## src/rtl/fft_sched_pkg.sv

```systemverilog
// ---------------------------------------------------------------------------
// fft_sched_pkg
// Shared definitions for the FFT frame scheduler: FSM state encodings,
// default core timing constants and a small helper for sizing counters.
// ---------------------------------------------------------------------------
package fft_sched_pkg;

  // Scheduler states, one per phase of a core frame
  typedef enum logic [2:0] {
    ST_IDLE  = 3'd0,
    ST_STRT  = 3'd1,
    ST_LOAD  = 3'd2,
    ST_WAIT  = 3'd3,
    ST_DRAIN = 3'd4,
    ST_GAP   = 3'd5
  } sched_state_e;

  // Default timing of the shared 16-point FFT core
  localparam int DEF_IN_CYC  = 8;
  localparam int DEF_OUT_CYC = 8;
  localparam int DEF_GAP_CYC = 3;
  localparam int DEF_TMO_CYC = 64;

  // Largest of four values, used to size the shared phase counter
  function automatic int max4(input int a, input int b, input int c, input int d);
    int m;
    m = a;
    if (b > m) m = b;
    if (c > m) m = c;
    if (d > m) m = d;
    return m;
  endfunction

endpackage

```

## src/rtl/rr_arb.sv

```systemverilog
// ---------------------------------------------------------------------------
// rr_arb
// Combinational round-robin picker. Returns the first asserted request at or
// after the pointer, wrapping around to index 0. The pointer register itself
// lives in the parent so it only advances when a frame is actually started.
// Ports:
//   req_i  [N_REQ-1:0]  request vector
//   ptr_i  [IDX_W-1:0]  highest-priority index for this pick
//   idx_o  [IDX_W-1:0]  winning index (0 when nothing is requested)
//   any_o               at least one request is asserted
// ---------------------------------------------------------------------------
module rr_arb
  import fft_sched_pkg::*;
#(
  parameter int N_REQ = 2,
  parameter int IDX_W = (N_REQ > 1) ? $clog2(N_REQ) : 1
) (
  input  logic [N_REQ-1:0] req_i,
  input  logic [IDX_W-1:0] ptr_i,
  output logic [IDX_W-1:0] idx_o,
  output logic             any_o
);

  logic             hiFound;
  logic [IDX_W-1:0] hiIdx;
  logic             loFound;
  logic [IDX_W-1:0] loIdx;

  // Scanning downward leaves the lowest matching index in each slot: hi* is
  // the lowest request at/after the pointer, lo* the lowest overall (used
  // only when the search has to wrap).
  always_comb begin
    hiFound = 1'b0;
    hiIdx   = '0;
    loFound = 1'b0;
    loIdx   = '0;
    for (int i = N_REQ - 1; i >= 0; i--) begin
      if (req_i[i]) begin
        loFound = 1'b1;
        loIdx   = IDX_W'(i);
        if (i >= int'(ptr_i)) begin
          hiFound = 1'b1;
          hiIdx   = IDX_W'(i);
        end
      end
    end
    idx_o = hiFound ? hiIdx : loIdx;
    any_o = loFound;
  end

endmodule

```

## src/rtl/fft_frame_sched.sv

```systemverilog
// ---------------------------------------------------------------------------
// fft_frame_sched
// Shares one 16-point FFT core between N_REQ requesters. Grants frames in
// round-robin order, pulses the core start, gates requester data through the
// input window, tags the core output window with its owner, holds off the
// next start for the core's post-output stall, and raises sticky fault flags.
// Ports:
//   CLK, RSTn        clock (rising edge), async active-low reset
//   REQ   [N_REQ]    per-requester frame request (level, held until GNT)
//   GNT   [N_REQ]    one-hot grant, STRT through last LOAD cycle
//   IN_SEL[IDX_W]    owner index for the input mux
//   IN_VALID, IN_IDX input window strobe and sample-pair index
//   CORE_START       one-cycle start pulse to the core
//   CORE_DONE        core output-window indicator
//   OUT_VALID,OUT_TAG qualified core output and its owner
//   BUSY             scheduler not idle
//   ERR_TMO,ERR_PROTO sticky fault flags, CLR_ERR clears (set wins)
// ---------------------------------------------------------------------------
module fft_frame_sched
  import fft_sched_pkg::*;
#(
  parameter int N_REQ   = 2,
  parameter int IDX_W   = (N_REQ > 1) ? $clog2(N_REQ) : 1,
  parameter int IN_CYC  = DEF_IN_CYC,
  parameter int OUT_CYC = DEF_OUT_CYC,
  parameter int GAP_CYC = DEF_GAP_CYC,
  parameter int TMO_CYC = DEF_TMO_CYC
) (
  input  logic             CLK,
  input  logic             RSTn,
  input  logic [N_REQ-1:0] REQ,
  output logic [N_REQ-1:0] GNT,
  output logic [IDX_W-1:0] IN_SEL,
  output logic             IN_VALID,
  output logic [2:0]       IN_IDX,
  output logic             CORE_START,
  input  logic             CORE_DONE,
  output logic             OUT_VALID,
  output logic [IDX_W-1:0] OUT_TAG,
  output logic             BUSY,
  output logic             ERR_TMO,
  output logic             ERR_PROTO,
  input  logic             CLR_ERR
);

  localparam int CNT_MAX = max4(IN_CYC, OUT_CYC, TMO_CYC, GAP_CYC);
  localparam int CNT_W   = (CNT_MAX > 1) ? $clog2(CNT_MAX) : 1;

  sched_state_e     state_q;
  logic [CNT_W-1:0] cnt_q;
  logic [IDX_W-1:0] owner_q;
  logic [IDX_W-1:0] ptr_q;
  logic [N_REQ-1:0] gnt_q;
  logic             coreStart_q;
  logic             inValid_q;
  logic [2:0]       inIdx_q;
  logic             busy_q;
  logic             errTmo_q;
  logic             errProto_q;

  logic [IDX_W-1:0] winner_d;
  logic             reqAny_d;

  rr_arb #(
    .N_REQ (N_REQ),
    .IDX_W (IDX_W)
  ) u_arb (
    .req_i (REQ),
    .ptr_i (ptr_q),
    .idx_o (winner_d),
    .any_o (reqAny_d)
  );

  // Main frame FSM. One counter is shared by every timed phase (input window,
  // timeout, output length, stall) since only one phase is ever active.
  // The error clear is written first so a same-cycle set overrides it.
  always_ff @(posedge CLK or negedge RSTn) begin
    if (!RSTn) begin
      state_q     <= ST_IDLE;
      cnt_q       <= '0;
      owner_q     <= '0;
      ptr_q       <= '0;
      gnt_q       <= '0;
      coreStart_q <= 1'b0;
      inValid_q   <= 1'b0;
      inIdx_q     <= '0;
      busy_q      <= 1'b0;
      errTmo_q    <= 1'b0;
      errProto_q  <= 1'b0;
    end else begin
      if (CLR_ERR) begin
        errTmo_q   <= 1'b0;
        errProto_q <= 1'b0;
      end
      case (state_q)
        ST_IDLE: begin
          if (CORE_DONE) errProto_q <= 1'b1;
          if (reqAny_d) begin
            owner_q     <= winner_d;
            gnt_q       <= N_REQ'(1) << winner_d;
            coreStart_q <= 1'b1;
            busy_q      <= 1'b1;
            state_q     <= ST_STRT;
          end
        end
        ST_STRT: begin
          if (CORE_DONE) errProto_q <= 1'b1;
          ptr_q       <= (owner_q == IDX_W'(N_REQ - 1)) ? '0 : owner_q + 1'b1;
          coreStart_q <= 1'b0;
          inValid_q   <= 1'b1;
          inIdx_q     <= '0;
          cnt_q       <= '0;
          state_q     <= ST_LOAD;
        end
        ST_LOAD: begin
          if (CORE_DONE) errProto_q <= 1'b1;
          if (cnt_q == CNT_W'(IN_CYC - 1)) begin
            inValid_q <= 1'b0;
            inIdx_q   <= '0;
            gnt_q     <= '0;
            cnt_q     <= '0;
            state_q   <= ST_WAIT;
          end else begin
            cnt_q   <= cnt_q + 1'b1;
            inIdx_q <= inIdx_q + 3'd1;
          end
        end
        ST_WAIT: begin
          // The first DONE cycle is output cycle 0, so DRAIN starts at 1
          if (CORE_DONE) begin
            if (OUT_CYC == 1) begin
              cnt_q   <= '0;
              state_q <= ST_GAP;
            end else begin
              cnt_q   <= CNT_W'(1);
              state_q <= ST_DRAIN;
            end
          end else if (cnt_q == CNT_W'(TMO_CYC - 1)) begin
            errTmo_q <= 1'b1;
            cnt_q    <= '0;
            state_q  <= ST_GAP;
          end else begin
            cnt_q <= cnt_q + 1'b1;
          end
        end
        ST_DRAIN: begin
          if (!CORE_DONE) begin
            errProto_q <= 1'b1;
            cnt_q      <= '0;
            state_q    <= ST_GAP;
          end else if (cnt_q == CNT_W'(OUT_CYC - 1)) begin
            cnt_q   <= '0;
            state_q <= ST_GAP;
          end else begin
            cnt_q <= cnt_q + 1'b1;
          end
        end
        ST_GAP: begin
          if (CORE_DONE) errProto_q <= 1'b1;
          if (cnt_q == CNT_W'(GAP_CYC - 1)) begin
            cnt_q   <= '0;
            busy_q  <= 1'b0;
            state_q <= ST_IDLE;
          end else begin
            cnt_q <= cnt_q + 1'b1;
          end
        end
        default: begin
          busy_q  <= 1'b0;
          state_q <= ST_IDLE;
        end
      endcase
    end
  end

  assign GNT        = gnt_q;
  assign IN_SEL     = owner_q;
  assign IN_VALID   = inValid_q;
  assign IN_IDX     = inIdx_q;
  assign CORE_START = coreStart_q;
  assign OUT_TAG    = owner_q;
  assign BUSY       = busy_q;
  assign ERR_TMO    = errTmo_q;
  assign ERR_PROTO  = errProto_q;

  // Core output only counts while a frame is expecting it
  assign OUT_VALID = CORE_DONE && ((state_q == ST_WAIT) || (state_q == ST_DRAIN));

endmodule

```

## config.mk

```make
export PLATFORM = sky130hd
export DESIGN_NAME = fft_frame_sched
export DESIGN_NICKNAME = d
export VERILOG_FILES = /design/src/rtl/fft_sched_pkg.sv /design/src/rtl/rr_arb.sv /design/src/rtl/fft_frame_sched.sv
export SDC_FILE = /design/constraint.sdc
export NUM_CORES = 1
export LEC_CHECK = 0
export BUFFER_PORTS_ARGS = -buffer_cell sky130_fd_sc_hd__clkbuf_2
export CORE_MARGIN = 2
export CORE_UTILIZATION = 60
export CTS_CLUSTER_SIZE = 24
export DETAILED_ROUTE_END_ITERATION = 10
export PLACE_DENSITY_LB_ADDON = 0.15
export SLEW_MARGIN = 20
export SYNTH_ARGS = -nofsm -noshare
export SYNTH_HDL_FRONTEND = slang
export SYNTH_SLANG_ARGS = --single-unit
```

## constraint.sdc

```tcl
create_clock -name CLK -period 3.8 [get_ports CLK]
set_clock_uncertainty 0.2 [all_clocks]
set_input_delay 0.19 -clock CLK [delete_from_list [all_inputs] [get_ports CLK]]
set_output_delay 0.19 -clock CLK [all_outputs]
set_load 0.005 [all_outputs]
```

== Yosys cells after proc, flatten, opt, wreduce, memory -nomap -nowiden ==
Index checks and enable logic that the tools add are counted.
Word-level totals
  input port bits: 6
  bits in registers: 21
  output and inout bits: 13
  logic and storage cells: 87
Cells by class
  order comparisons: 1
  $add $sub $neg: 3
  shifts and indexed selects: 1
  multiplexer cells: 42
  reductions and logical operators: 15
  equal/unequal tests: 13
  bitwise gates (word level): 1
Operators with widths (number)
  2-to-1 mux 6 bit: 5
  one-hot mux 6 bit (5 select lines): 1
  2-to-1 mux 3 bit: 8
  2-to-1 mux 1 bit: 19
  one-hot mux 3 bit (6 select lines): 1
  OR reduction 4 bit: 2
  adder 6 x 1 -> 6 bit, second input constant: 1
  == test 3 x 2 -> 1 bit, second input constant: 2
  == test 3 bit, second input constant: 2
  == test 6 x 2 -> 1 bit, second input constant: 1
  == test 6 x 3 -> 1 bit, second input constant: 1
  == test 6 bit, second input constant: 1
  != test 2 bit, second input constant: 3
  != test 3 bit, second input constant: 2
  one-hot mux 1 bit (2 select lines): 3
  one-hot mux 3 bit (2 select lines): 1
  AND reduction 2 bit: 3
  AND reduction 3 bit: 2
  nonzero test 2 bit: 3
  AND reduction 5 bit: 1
  nonzero test 5 bit: 1
  2-to-1 mux 2 bit: 2
  one-hot mux 2 bit (2 select lines): 1
  adder 3 x 1 -> 3 bit, second input constant: 1
  9 further kinds: 9

== Logic depth before layout (Yosys ltp) ==
Gate-level depths: netlist of run 1.
  depth after elaboration: 7
  depth in mapped cells: 6
  depth with buffers taken out: 6

== Hierarchy ==
From an unflattened synthesis of run 1, not the netlist that was laid out.
Second synthesis, totals
  cell total of the unflattened synthesis: 146
  area total of the unflattened synthesis: 1267.5 µm²
By module, submodules not included
  fft_frame_sched: area each 1249.9 µm², instances 1, cells each 143, seq. area each 525.5 µm²
  rr_arb: area each 17.5 µm², instances 1, cells each 3, seq. area each 0.0 µm²

== Least setup slack after synthesis of run 1 ==
OpenSTA, ideal clock, no wires.
  path type: reg-to-reg
  start: register cnt_q[0]
  end: register state_q[2]
  cell stages (with the launch flop): 7
  library setup time: 119 ps
  arrival: 1637 ps
  data required time: 3481 ps
  path buffers: 1
  path slack: 1845 ps
  period minus slack after synthesis: 1955 ps
  cells stage by stage: dfrtp_1 ha_1 and2_1 buf_2 a221oi_2 nor3_2 a21bo_1
Between the ends
  longest elaborated chain between the ends: 3
  elaborated cells between the ends (all ways): 8
  those cells by class: eq/ne (7); reduce/logical (1)
Ends and longest elaborated chain
  from (decl): line fft_frame_sched.sv:50  | logic [CNT_W-1:0] cnt_q;
  from (signal assigned): line fft_frame_sched.sv:124  | cnt_q <= cnt_q + 1'b1;
  from (signal assigned): line fft_frame_sched.sv:143  | cnt_q <= cnt_q + 1'b1;
  from (signal assigned): line fft_frame_sched.sv:155  | cnt_q <= cnt_q + 1'b1;
  == test 6 x 3 -> 1 bit, or another cell as far along: line fft_frame_sched.sv:117, fft_frame_sched.sv:151
  != test 3 bit (no source line) or != test 2 bit (tied branches)
  AND reduction 5 bit (no source line) *
  to (signal assigned): line fft_frame_sched.sv:122  | state_q <= ST_WAIT;
  to (signal assigned): line fft_frame_sched.sv:150  | state_q <= ST_GAP;
  to (signal assigned): line fft_frame_sched.sv:153  | state_q <= ST_GAP;
  to (decl): line fft_frame_sched.sv:49  | sched_state_e state_q;
Every way passes the cells marked *; elsewhere a longest branch is shown, timed or not.
A chain may end at the register's enable or synchronous reset.

== Worst setup path in the final report of run 1 ==
  start: register state_q[1]
  end: output port OUT_VALID
Between the ends
  longest elaborated chain between the ends: 3
  elaborated cells between the ends (all ways): 4
  those cells by class: eq/ne (2); reduce/logical (2)
Ends and longest elaborated chain
  from (signal assigned): line fft_frame_sched.sv:79  | state_q <= ST_IDLE;
  from (signal assigned): line fft_frame_sched.sv:103  | state_q <= ST_STRT;
  from (signal assigned): line fft_frame_sched.sv:113  | state_q <= ST_LOAD;
  == test 3 x 2 -> 1 bit or == test 3 bit (tied branches): line fft_frame_sched.sv:187  | assign OUT_VALID = CORE_DONE && ((state_q == ST_WAIT) || (state_q == ST_DRAIN));
  logical OR 1 bit *: line fft_frame_sched.sv:187
  logical AND 1 bit *: line fft_frame_sched.sv:187
  to (decl): line fft_frame_sched.sv:38  | output logic OUT_VALID,
Marked as above.

==> impl_metrics.sql, run 1 <==
INSERT INTO impl_metrics (metric_group, metric, value, unit) VALUES
('run_status', 'status', 'complete, no violations', ''),
('pwr', 'internal-power', '0.000511', 'W'),
('floorplanning', 'die-height', '50.9', 'um'),
('setup_path', 'worst_setup_path_end_kind', 'primary output', ''),
('floorplanning', 'die_width', '50.9', 'um'),
('routing', 'antenna_left', '0', ''),
('timing', 'final_max_slew_viol_count', '0', ''),
('global_routing', 'grt_pass1_vias', '1100', ''),
('synth', 'proportion_of_synthesized_flip_flops_having_asynchronous_set_or_reset', '100', '%'),
('cts', 'cts.path.max_buffers', '2', ''),
('routing', 'remaining_drc_errors', '0', ''),
('cts', 'htree_num_levels', '1', ''),
('cells_and_area', 'antenna_cells_inserted', '0', ''),
('cts', 'cts_sinks', '21', ''),
('setup_path', 'crit_path_start_kind', 'flop', ''),
('synth', 'synthesis.nets', '161', ''),
('global_routing', 'grt_pass1_wl', '5.14', 'mm'),
('global_routing', 'globalRouteTotalUtil', '26.2', '%'),
('pwr', 'power_density', '625', 'nW/um^2'),
('setup_path', 'worst-setup-path-type', 'reg -> out', ''),
('hold_path', 'hold_class', 'in -> reg', ''),
('flow_run', 'drv.max_cap_violation_count', '0', ''),
('timing', 'final-hold-violation-count', '0', ''),
('place', 'numPortBuffers', '18', ''),
('timing', 'fmax', '0.446', 'GHz'),
('routing', 'routed_wire_length', '2.98', 'mm'),
('routing', 'detail_route.wl_per_cell', '15.4', 'um'),
('setup_path', 'arrival', '1.85', 'ns'),
('cts', 'cts_root_buf', 'sky130_fd_sc_hd__clkbuf_4', ''),
('pwr', 'peakVddDrop', '0.425', 'mV'),
('cells_and_area', 'layout_common_cells', 'sky130_fd_sc_hd__dfrtp_1, sky130_fd_sc_hd__nand2_1, sky130_fd_sc_hd__clkbuf_2', ''),
('place', 'final_weighted_congestion_of_routability_driven_global_placement', '0.944', ''),
('place', 'post-place-cells', '187', ''),
('synth', 'netlist_area', '1320', 'um^2'),
('pwr', 'comb_pwr_share', '43.6', '%'),
('cts', 'clock_insertion_delay_worst_skew', '0.30', 'ns'),
('synth', 'most_used_flip_flop_cell_after_synthesis', 'sky130_fd_sc_hd__dfrtp_1', ''),
('pwr', 'leakage_power_total', '0.653', 'nW'),
('routing', 'detailedRoute.firstPassIterationCount', '4', ''),
('cells_and_area', 'layout-area-overhead-vs-synth', '9.58', '%'),
('timing', 'fin_crit', '2.24', 'ns'),
('cells_and_area', 'most_frequent_standard_cell_in_the_layout_excluding_fill_and_tap_cells', 'sky130_fd_sc_hd__dfrtp_1', ''),
('synth', 'synth_sequential_area_ratio', '39.8', '%'),
('pwr', 'switching_power', '0.000393', 'W'),
('timing', 'tightestPinTransition', '0.661', 'ns'),
('floorplanning', 'std_cell_rows', '16', ''),
('floorplanning', 'core_region_area', '2020', 'um^2'),
('timing', 'setup_violations', '0', ''),
('cts', 'total_cts_buffers', '3', ''),
('routing', 'dr_vias_cell', '6.29', ''),
('synth', 'number_of_synthesis_warnings', '0', ''),
('floorplanning', 'io_pins', '19', ''),
('global_routing', 'pin_count_of_the_biggest_net_entering_global_routing', '22', ''),
('cells_and_area', 'layout.cells.non_filler', '194', ''),
('synth', 'netlist_instances', '152', ''),
('routing', 'route.vias.total', '1221', ''),
('setup_path', 'biggest_cell_delay_along_the_critical_path', '0.56', 'ns'),
('setup_path', 'path_buf_inv', '2', ''),
('synth', 'synth_cell_types', '45', ''),
('global_routing', 'antenna_found_initial', '0', ''),
('pwr', 'switching_share', '43.4', '%'),
('pwr', 'sequentialPowerShare', '44.3', '%'),
('cts', 'cts_post_setup_buffers_inserted', '0', ''),
('global_routing', 'grt.overflow.total', '0', ''),
('timing', 'final.period_utilization', '59.0', '%'),
('pwr', 'power.share.clock', '12.1', '%'),
('cells_and_area', 'layout-drive-gt1-share', '16.8', '%'),
('cells_and_area', 'fin_nets', '177', ''),
('timing', 'setup-tns-final', '0', 'ns'),
('timing', 'grt_setup_unrepaired', 'no', ''),
('setup_path', 'crit_path_cell_trace', 'inv_1 > nand2_1 > o21ai_0 > and2_1 > clkbuf_2', '');
==> per-stage QoR <==
step	util [%]	area [um^2]	total power (W)	setup slack, ns	hold slack [ns]
2_1_floorplan	-	1320	0.000667	1.84	-0.306
3_3_place_gp	68.7	1390	0.000771	1.78	-0.0104
3_5_place_dp	68.7	1390	0.000791	1.67	-0.00569
4_1_cts	71.5	1450	0.000902	1.60	0.0368
5_1_grt	71.5	1450	0.000985	1.41	0.0610
6_report	71.5	1450	0.000904	1.56	0.0328
==> cells in the mapped netlist, drive strengths merged (2+ instances only) <==
cell    number  share of area, %
a211oi       3               1.7
a21boi       3               1.7
a21o         2               1.1
a21oi        8               3.0
a32oi        2               1.3
a41oi        2               1.3
and2         6               2.9
buf          7               3.2
clkbuf       3              0.85
dfrtp       21                40
ha           3               2.8
inv          9               2.6
nand2       20               5.7
nand2b       4               1.9
nand3        6               2.3
nand4        2              0.95
nor2         8               2.3
nor2b        4               1.9
nor3         5               2.3
nor4         2              0.95
o211ai       2               1.1
o21a         2               1.1
o21ai        8               3.0
o221ai       2               1.3
o22ai        2              0.95
o32ai        3               2.0
==> layout make-up <==
cell class / count / area (um^2)
Timing Repair Buffer: 21 / 120
Multi-Input combinational cell: 112 / 706
Sequential cell: 21 / 526
Tap cell: 27 / 33.8
Fill cell: 159 / 577
Inverter: 9 / 33.8
Clock buffer: 4 / 26.3
==> worst reg2reg max path: stages (launching register included) <==
cell	delay (ns)
sky130_fd_sc_hd__dfrtp_1	0.45
sky130_fd_sc_hd__ha_1	0.28
sky130_fd_sc_hd__and2_1	0.28
sky130_fd_sc_hd__a221oi_2	0.52
sky130_fd_sc_hd__nor3_2	0.14
sky130_fd_sc_hd__a21bo_1	0.21
==> metal layers <==
layer	up-vias	track usage, %	wire length, um
met2	50	42.1	1440
met4	0	7.21	38
met3	6	3.51	160
met5	-	0	0
li1	579	-	-
met1	586	37.3	1340
==> flip-flops by register name (all words and copies together) (netlist names) <==
name	count
state_q	3
ptr_q	1
IN_VALID	1
ERR_TMO	1
BUSY	1
GNT	2
CORE_START	1
IN_IDX	3
IN_SEL	1
ERR_PROTO	1
cnt_q	6
==> power by group through the flow <==
stage	Clock (W)	Combinational [W]	Sequential [W]
2_1_floorplan	0	0.000319	0.000348
3_3_place_gp	0	0.000376	0.000395
3_5_place_dp	0	0.000390	0.000402
4_1_cts	0.000110	0.000395	0.000397
5_1_grt	0.000121	0.000450	0.000415
6_report	0.000109	0.000394	0.000400
==> timing repair <==
item / CTS / global route
hold buffers: 3 / 0
hold endpoints to repair: 24 / 0
resized for setup: 0 / 0
setup endpoints to repair: 0 / 0
==> path summary, 6_finish.rpt <==
| check | from | endpoint | slack (ns) | cells past startpoint |
|---|---|---|---|---|
| min in group asynchronous | RSTn | cnt_q[2] | 0.18 | 2 |
| hold / removal | REQ[0] | GNT[0] | 0.03 | 3 |
| setup / recovery | state_q[1] | OUT_VALID | 1.56 | 5 |
| max in group asynchronous | RSTn | state_q[2] | 2.86 | 2 |
| hold reg to reg | IN_SEL | ptr_q | 0.31 | 1 |
| setup reg to reg | cnt_q[0] | state_q[2] | 1.63 | 5 |
==> cell families after synthesis <==
logic type / after synthesis / synth area share [%]
simple gates: 61 / 23.9
compound gates: 46 / 25.1
flops: 21 / 39.8
buf+inv: 19 / 6.64
fa+ha+maj: 3 / 2.85
mux: 2 / 1.61
(Power assumes the default switching activity.)
==> run 2: changes to the inputs <==
Settings changed: ABC_AREA set to 1, CORE_UTILIZATION 60 to 50.
Clock period 3.8 ns to 2.06 ns, I/O delays scaled along.
==> impl_metrics.sql, run 2 <==
INSERT INTO impl_metrics (metric_group, metric, value, unit) VALUES
('cells_and_area', 'top_register', 'cnt_q', ''),
('synth', 'synth_sequential_area_ratio', '40.9', '%'),
('setup_path', 'crit_path_start_kind', 'flop', ''),
('routing', 'remaining_drc_errors', '0', ''),
('routing', 'detailedRoute.firstPassIterationCount', '4', ''),
('global_routing', 'pin_count_of_the_biggest_net_entering_global_routing', '22', ''),
('floorplanning', 'die_width', '54.7', 'um'),
('hold_path', 'hold_class', 'in -> async', ''),
('synth', 'synth_enable_flop_cells', '0', ''),
('timing', 'grt_setup_unrepaired', 'no', ''),
('cells_and_area', 'finalCoreUtilization', '61.1', '%'),
('setup_path', 'crit_path_cell_trace', 'inv_2 > nand2_2 > nor2_2 > inv_1 > nand2_1 > nand2_1 > dlygate4sd3_1', ''),
('routing', 'met2_wirelength', '1.31', 'mm'),
('pwr', 'comb_pwr_share', '50.4', '%'),
('cts', 'cts_root_buf', 'sky130_fd_sc_hd__clkbuf_4', ''),
('routing', 'detail_route.wl_per_cell', '12.4', 'um'),
('floorplanning', 'io_pins', '19', ''),
('pwr', 'power_density', '1190', 'nW/um^2'),
('cells_and_area', 'most_frequent_standard_cell_in_the_layout_excluding_fill_and_tap_cells', 'sky130_fd_sc_hd__nand2_1', ''),
('pwr', 'switching_power', '0.000809', 'W'),
('synth', 'netlist_area', '1280', 'um^2'),
('place', 'detailed_place_hpwl', '2.20', 'mm'),
('routing', 'dr_vias_cell', '5.14', ''),
('synth', 'synthDominantCellAreaShare', '40.9', '%'),
('cells_and_area', 'number_of_flip_flops_under_the_largest_register_name', '6', ''),
('floorplanning', 'initial_core_utilization', '52.3', '%'),
('pwr', 'sequentialPowerShare', '38.4', '%'),
('setup_path', 'critPathMaxFanout', '6', ''),
('routing', 'top_layer', 'met4', ''),
('pwr', 'internal-power', '0.000969', 'W'),
('timing', 'setup-tns-final', '0', 'ns'),
('setup_path', 'crit_slowest_cell', 'sky130_fd_sc_hd__dlygate4sd3_1', ''),
('flow_run', 'drv.max_cap_violation_count', '0', ''),
('place', 'detailed_place.area', '1400', 'um^2'),
('global_routing', 'grt.overflow.total', '0', ''),
('timing', 'final_max_slew_viol_count', '0', ''),
('floorplanning', 'core_region_area', '2450', 'um^2'),
('timing', 'setup_violations', '0', ''),
('cells_and_area', 'combined_area_of_the_multi_input_logic_cells', '671', 'um^2'),
('setup_path', 'critPathRequiredTime', '2.06', 'ns'),
('routing', 'met3WireLength', '82', 'um'),
('synth', 'yosysMostFrequentCell', 'sky130_fd_sc_hd__nand2_1', ''),
('timing', 'fmax', '0.523', 'GHz'),
('pwr', 'leakage_power_total', '0.815', 'nW'),
('cts', 'htree_num_levels', '1', ''),
('timing', 'tightestPinTransition', '0.528', 'ns'),
('setup_path', 'critical-path-top-cell-by-count', 'sky130_fd_sc_hd__nand2_1', ''),
('synth', 'synth_area_leader_cell', 'sky130_fd_sc_hd__dfrtp_1', ''),
('synth', 'synth_cell_types', '25', ''),
('place', 'numPortBuffers', '18', ''),
('cts', 'clock_insertion_delay_worst_skew', '0.30', 'ns'),
('global_routing', 'grt_pass1_wl', '4.72', 'mm'),
('cts', 'clkSlewWorstSetupHoldPaths', '0.11', 'ns'),
('pwr', 'peakVddDrop', '0.829', 'mV'),
('pwr', 'switching_share', '45.5', '%'),
('cells_and_area', 'antenna_cells_inserted', '0', ''),
('synth', 'netlist_instances', '173', ''),
('cts', 'total_cts_buffers', '3', ''),
('cells_and_area', 'final_cell_area', '1500', 'um^2'),
('cells_and_area', 'layout_common_cells', 'sky130_fd_sc_hd__nand2_1, sky130_fd_sc_hd__dfrtp_1, sky130_fd_sc_hd__nand3_1', ''),
('global_routing', 'globalRouteTotalUtil', '22.5', '%'),
('cells_and_area', 'fin_nets', '210', ''),
('timing', 'final.period_utilization', '92.8', '%'),
('setup_path', 'worst_setup_path_end_kind', 'flop', ''),
('timing', 'final-hold-violation-count', '0', ''),
('global_routing', 'antenna_found_initial', '0', ''),
('cts', 'cts_post_setup_buffers_inserted', '0', ''),
('synth', 'most_used_flip_flop_cell_after_synthesis', 'sky130_fd_sc_hd__dfrtp_1', ''),
('routing', 'antenna_left', '0', ''),
('cts', 'cts_tree', 'done', ''),
('setup_path', 'worst-setup-path-type', 'reg -> reg', ''),
('synth', 'proportion_of_synthesized_flip_flops_having_asynchronous_set_or_reset', '100', '%'),
('cells_and_area', 'num-fill-cells', '228', ''),
('routing', 'wl_met1', '1.40', 'mm'),
('routing', 'drt_first_iter_violations', '36', ''),
('cells_and_area', 'seq_area', '526', 'um^2'),
('synth', 'ys_ff_latch', '21', ''),
('cells_and_area', 'layout-area-overhead-vs-synth', '16.7', '%'),
('cts', 'cts_sinks', '21', ''),
('synth', 'synthesis.nets', '182', ''),
('routing', 'routed_wire_length', '2.84', 'mm'),
('synth', 'synth_commonest_cells', 'sky130_fd_sc_hd__nand2_1, sky130_fd_sc_hd__dfrtp_1, sky130_fd_sc_hd__nand3_1', ''),
('timing', 'fin_crit', '1.91', 'ns'),
('setup_path', 'biggest_cell_delay_along_the_critical_path', '0.56', 'ns'),
('global_routing', 'grt_pass1_vias', '1064', ''),
('floorplanning', 'std_cell_rows', '18', ''),
('synth', 'yosys-top-cells-area', 'sky130_fd_sc_hd__dfrtp_1, sky130_fd_sc_hd__nand2_1, sky130_fd_sc_hd__nand3_1, sky130_fd_sc_hd__inv_1, sky130_fd_sc_hd__o21ai_0', ''),
('routing', 'route.vias.total', '1182', ''),
('synth', 'post_synthesis_average_cell_area', '7.43', 'um^2'),
('cts', 'cts.path.max_buffers', '2', ''),
('place', 'final_weighted_congestion_of_routability_driven_global_placement', '0.984', ''),
('pwr', 'power.share.clock', '11.2', '%'),
('run_status', 'status', 'complete, no violations', ''),
('synth', 'number_of_synthesis_warnings', '0', ''),
('timing', 'timing.max_slew.rel_slack', '64.7', '%'),
('floorplanning', 'fp.dieArea', '2990', 'um^2'),
('setup_path', 'arrival', '1.91', 'ns'),
('cells_and_area', 'layout-drive-gt1-share', '21.5', '%'),
('floorplanning', 'die-height', '54.7', 'um');
==> run 2: cell count changes in the layout (fill, tap and decap cells not counted), moves of 5 or more <==
cell                      change
sky130_fd_sc_hd__nand2_1     +35
sky130_fd_sc_hd__nand3_1     +14
sky130_fd_sc_hd__inv_1        +8
sky130_fd_sc_hd__nand2_2      +5
==> run 2: final timing paths <==
path | to | slack, ns | cells past startpoint | startpoint
worst min register to register | IN_VALID | 0.28 | 2 | IN_VALID
max in group asynchronous | state_q[1] | 1.23 | 2 | RSTn
worst max-delay path | CORE_START | 0.15 | 7 | state_q[1]
worst min-delay path | cnt_q[3] | 0.08 | 2 | RSTn
min in group CLK | IN_VALID | 0.28 | 2 | IN_VALID
worst max register to register | CORE_START | 0.15 | 7 | state_q[1]
==> run 2: worst max-delay path, delay by kind of cell (launching register included) <==
family | cells | cell delay, ns
buffers and inverters | 3 | 0.79
AND/OR/NAND/NOR | 4 | 0.35
flip-flops | 1 | 0.47
==> run 2: layout make-up <==
cell class              instances  share of cell area [%]
multi-input cells             129                    44.7
inverters                      21                    5.34
repair buffers                 25                    10.7
flip-flops and latches         21                    35.0
well taps                      30                    2.50
clock buffers                   4                    1.75
==> run 2: per-layer routing <==
layer	global-route usage, %	up-vias
met3	3.55	4
met2	35.5	27
met4	7.92	0
met1	31.0	539
li1	-	612
met5	0	-
==> run 2: cell families after synthesis <==
family,Yosys count,share of synthesized area [%]
DFF,21,40.9
xor gates and xnor gates,1,0.682
and+or+nand+nor,107,40.4
AOI/OAI and AO/OA,18,7.98
adders and majority gates,3,2.92
buffers and inverters,23,7.11
==> run 2: power groups by stage <==
stage               Clock (W)  Combinational [W]  Sequential (W)
floorplan                   0           0.000608        0.000671
global placement            0           0.000835        0.000676
finish               0.000198           0.000897        0.000683
CTS                  0.000206           0.000895        0.000677
detailed placement          0           0.000852        0.000686
global route         0.000221            0.00102        0.000701
==> run 2: through the flow <==
| step | power, W | hold slack [ns] | worst slack, ns | instances |
|---|---|---|---|---|
| after global placement | 0.00151 | -0.104 | 0.407 | 219 |
| after detailed placement | 0.00154 | -0.0964 | 0.375 | 219 |
| after floorplan | 0.00128 | -0.393 | 0.545 | 173 |
| after global routing | 0.00194 | 0.154 | 0.0426 | 230 |
| after CTS | 0.00178 | 0.106 | 0.124 | 230 |
| final | 0.00178 | 0.0845 | 0.149 | 230 |
==> run 2: timing repair <==
action	CTS	global route
endpoints found under the setup margin	0	1
hold buffers	7	0
endpoints found under the hold margin	29	0
resized for setup	0	1
==> run 3: changes to the inputs <==
Settings changed: ABC_AREA 1 to unset.
==> impl_metrics.sql, run 3 (synthesis results as in run 1) <==
INSERT INTO impl_metrics (metric_group, metric, value, unit) VALUES
('routing', 'detail_route.wl_per_cell', '16.1', 'um'),
('cts', 'clkSlewWorstSetupHoldPaths', '0.13', 'ns'),
('hold_path', 'hold_class', 'in -> async', ''),
('cells_and_area', 'top_register', 'cnt_q', ''),
('cts', 'htree_num_levels', '1', ''),
('timing', 'timing.hold.ws', '0.0782', 'ns'),
('routing', 'antenna_left', '0', ''),
('timing', 'final-hold-violation-count', '0', ''),
('setup_path', 'arrival', '2.02', 'ns'),
('setup_path', 'crit_path_start_kind', 'flop', ''),
('timing', 'final_max_slew_viol_count', '0', ''),
('global_routing', 'antenna_found_initial', '0', ''),
('routing', 'drt_first_iter_violations', '44', ''),
('floorplanning', 'io_pins', '19', ''),
('timing', 'tightestPinTransition', '0.530', 'ns'),
('routing', 'dr_vias_cell', '5.97', ''),
('timing', 'setup-tns-final', '0', 'ns'),
('cts', 'clock_insertion_delay_worst_skew', '0.31', 'ns'),
('floorplanning', 'die_width', '55.4', 'um'),
('global_routing', 'grt.overflow.total', '0', ''),
('global_routing', 'pin_count_of_the_biggest_net_entering_global_routing', '22', ''),
('cells_and_area', 'layout_common_cells', 'sky130_fd_sc_hd__buf_4, sky130_fd_sc_hd__nand2_1, sky130_fd_sc_hd__clkbuf_2', ''),
('place', 'numPortBuffers', '18', ''),
('global_routing', 'grt_pass1_vias', '1208', ''),
('routing', 'detailedRoute.firstPassIterationCount', '4', ''),
('global_routing', 'globalRouteTotalUtil', '22.2', '%'),
('timing', 'timing.max_slew.rel_slack', '64.6', '%'),
('timing', 'final.period_utilization', '97.2', '%'),
('routing', 'routed_wire_length', '3.56', 'mm'),
('floorplanning', 'std_cell_rows', '18', ''),
('setup_path', 'crit_slowest_cell', 'sky130_fd_sc_hd__dfrtp_2', ''),
('cells_and_area', 'most_frequent_standard_cell_in_the_layout_excluding_fill_and_tap_cells', 'sky130_fd_sc_hd__buf_4', ''),
('cts', 'total_cts_buffers', '3', ''),
('flow_run', 'drv.max_cap_violation_count', '0', ''),
('cts', 'cts_tree', 'done', ''),
('setup_path', 'worst-setup-path-type', 'reg -> reg', ''),
('cells_and_area', 'layout-drive-gt1-share', '29.2', '%'),
('global_routing', 'grt_pass1_wl', '5.51', 'mm'),
('pwr', 'leakage_power_total', '0.773', 'nW'),
('floorplanning', 'die-height', '55.4', 'um'),
('timing', 'fmax', '0.499', 'GHz'),
('place', 'final_weighted_congestion_of_routability_driven_global_placement', '0.900', ''),
('setup_path', 'critPathRequiredTime', '2.08', 'ns'),
('cells_and_area', 'antenna_cells_inserted', '0', ''),
('setup_path', 'biggest_cell_delay_along_the_critical_path', '0.46', 'ns'),
('cells_and_area', 'layout-area-overhead-vs-synth', '26.7', '%'),
('setup_path', 'critical_path.top_delay_family', 'compound AO/OA/AOI/OAI gates', ''),
('routing', 'remaining_drc_errors', '0', ''),
('cells_and_area', 'finalCoreUtilization', '67.4', '%'),
('cts', 'cts_sinks', '21', ''),
('floorplanning', 'initial_core_utilization', '53.2', '%'),
('place', 'detailed_place_hpwl', '2.30', 'mm'),
('cts', 'cts_root_buf', 'sky130_fd_sc_hd__clkbuf_4', ''),
('floorplanning', 'core_region_area', '2480', 'um^2'),
('setup_path', 'worst_setup_path_end_kind', 'flop', ''),
('setup_path', 'path_buf_inv', '1', ''),
('cells_and_area', 'number_of_flip_flops_under_the_largest_register_name', '6', ''),
('cells_and_area', 'fin_nets', '202', ''),
('timing', 'setup_violations', '0', ''),
('setup_path', 'critPathMaxFanout', '5', ''),
('pwr', 'peakVddDrop', '0.930', 'mV'),
('pwr', 'power_density', '1150', 'nW/um^2'),
('cts', 'cts.path.max_buffers', '2', ''),
('routing', 'route.vias.total', '1325', ''),
('setup_path', 'crit_path_cell_trace', 'ha_1 > and2_2 > a221oi_4 > buf_4 > nor3_2 > a21bo_1', ''),
('floorplanning', 'fp.dieArea', '3060', 'um^2'),
('timing', 'fin_crit', '2.00', 'ns'),
('run_status', 'status', 'complete, no violations', '');
==> run 3: cell types whose count changed in the layout (fill, tap and decap cells not counted), sizes merged, moves of 6 or more <==
cell	previous run	this run
and2	0	6
buf	0	21
inv	20	9
nand2	62	20
nand3	23	6
nor2	18	8
==> run 3: routing by layer <==
layer	up-vias	part of all wire, %	GRT usage, %
li1	630	-	-
met1	629	44	29.3
met2	53	48	37.1
met3	13	5.3	2.81
met4	0	3.1	8.36
met5	-	0	0
==> run 3: timing repair <==
action,CTS,global route
hold endpoints to repair,27,0
hold buffers,6,0
gates resized for setup,2,6
pin swaps,0,1
setup endpoints to repair,2,11
setup buffers,0,10
==> run 3: cell type report <==
| class | instances | area (um^2) |
|---|---|---|
| fill | 211 | 807 |
| sequential | 21 | 529 |
| clock buffer | 4 | 26.3 |
| tap | 30 | 37.5 |
| multi-input combinational | 112 | 731 |
| inverter | 9 | 33.8 |
| timing repair buffer | 46 | 313 |
==> run 3: stage by stage <==
step | power (W) | cells | cell area [um^2] | worst slack, ns
floorplan | 0.00123 | 152 | 1320 | 0.105
global placement | 0.00152 | 202 | 1480 | 0.153
detailed placement | 0.00155 | 202 | 1480 | 0.0257
CTS | 0.00180 | 212 | 1580 | 0.0209
global route | 0.00207 | 222 | 1670 | -0.0327
finish | 0.00193 | 222 | 1670 | 0.0568
==> run 3: worst paths after layout <==
kind                       cells past startpoint         end  slack, ns     start
max                                            6  state_q[2]       0.06  cnt_q[0]
min                                            2   IN_IDX[0]       0.08      RSTn
max reg2reg                                    6  state_q[2]       0.06  cnt_q[0]
min reg2reg                                    1       ptr_q       0.32    IN_SEL
max in group asynchronous                      2  state_q[1]       1.20      RSTn
min in group CLK                               1       ptr_q       0.32    IN_SEL
==> run 3: where the power goes <==
group | leakage [nW] | internal [W] | switching, W
clock network | 0.0150 | 0.0000757 | 0.000137
registers | 0.257 | 0.000546 | 0.000132
logic | 0.501 | 0.000490 | 0.000548
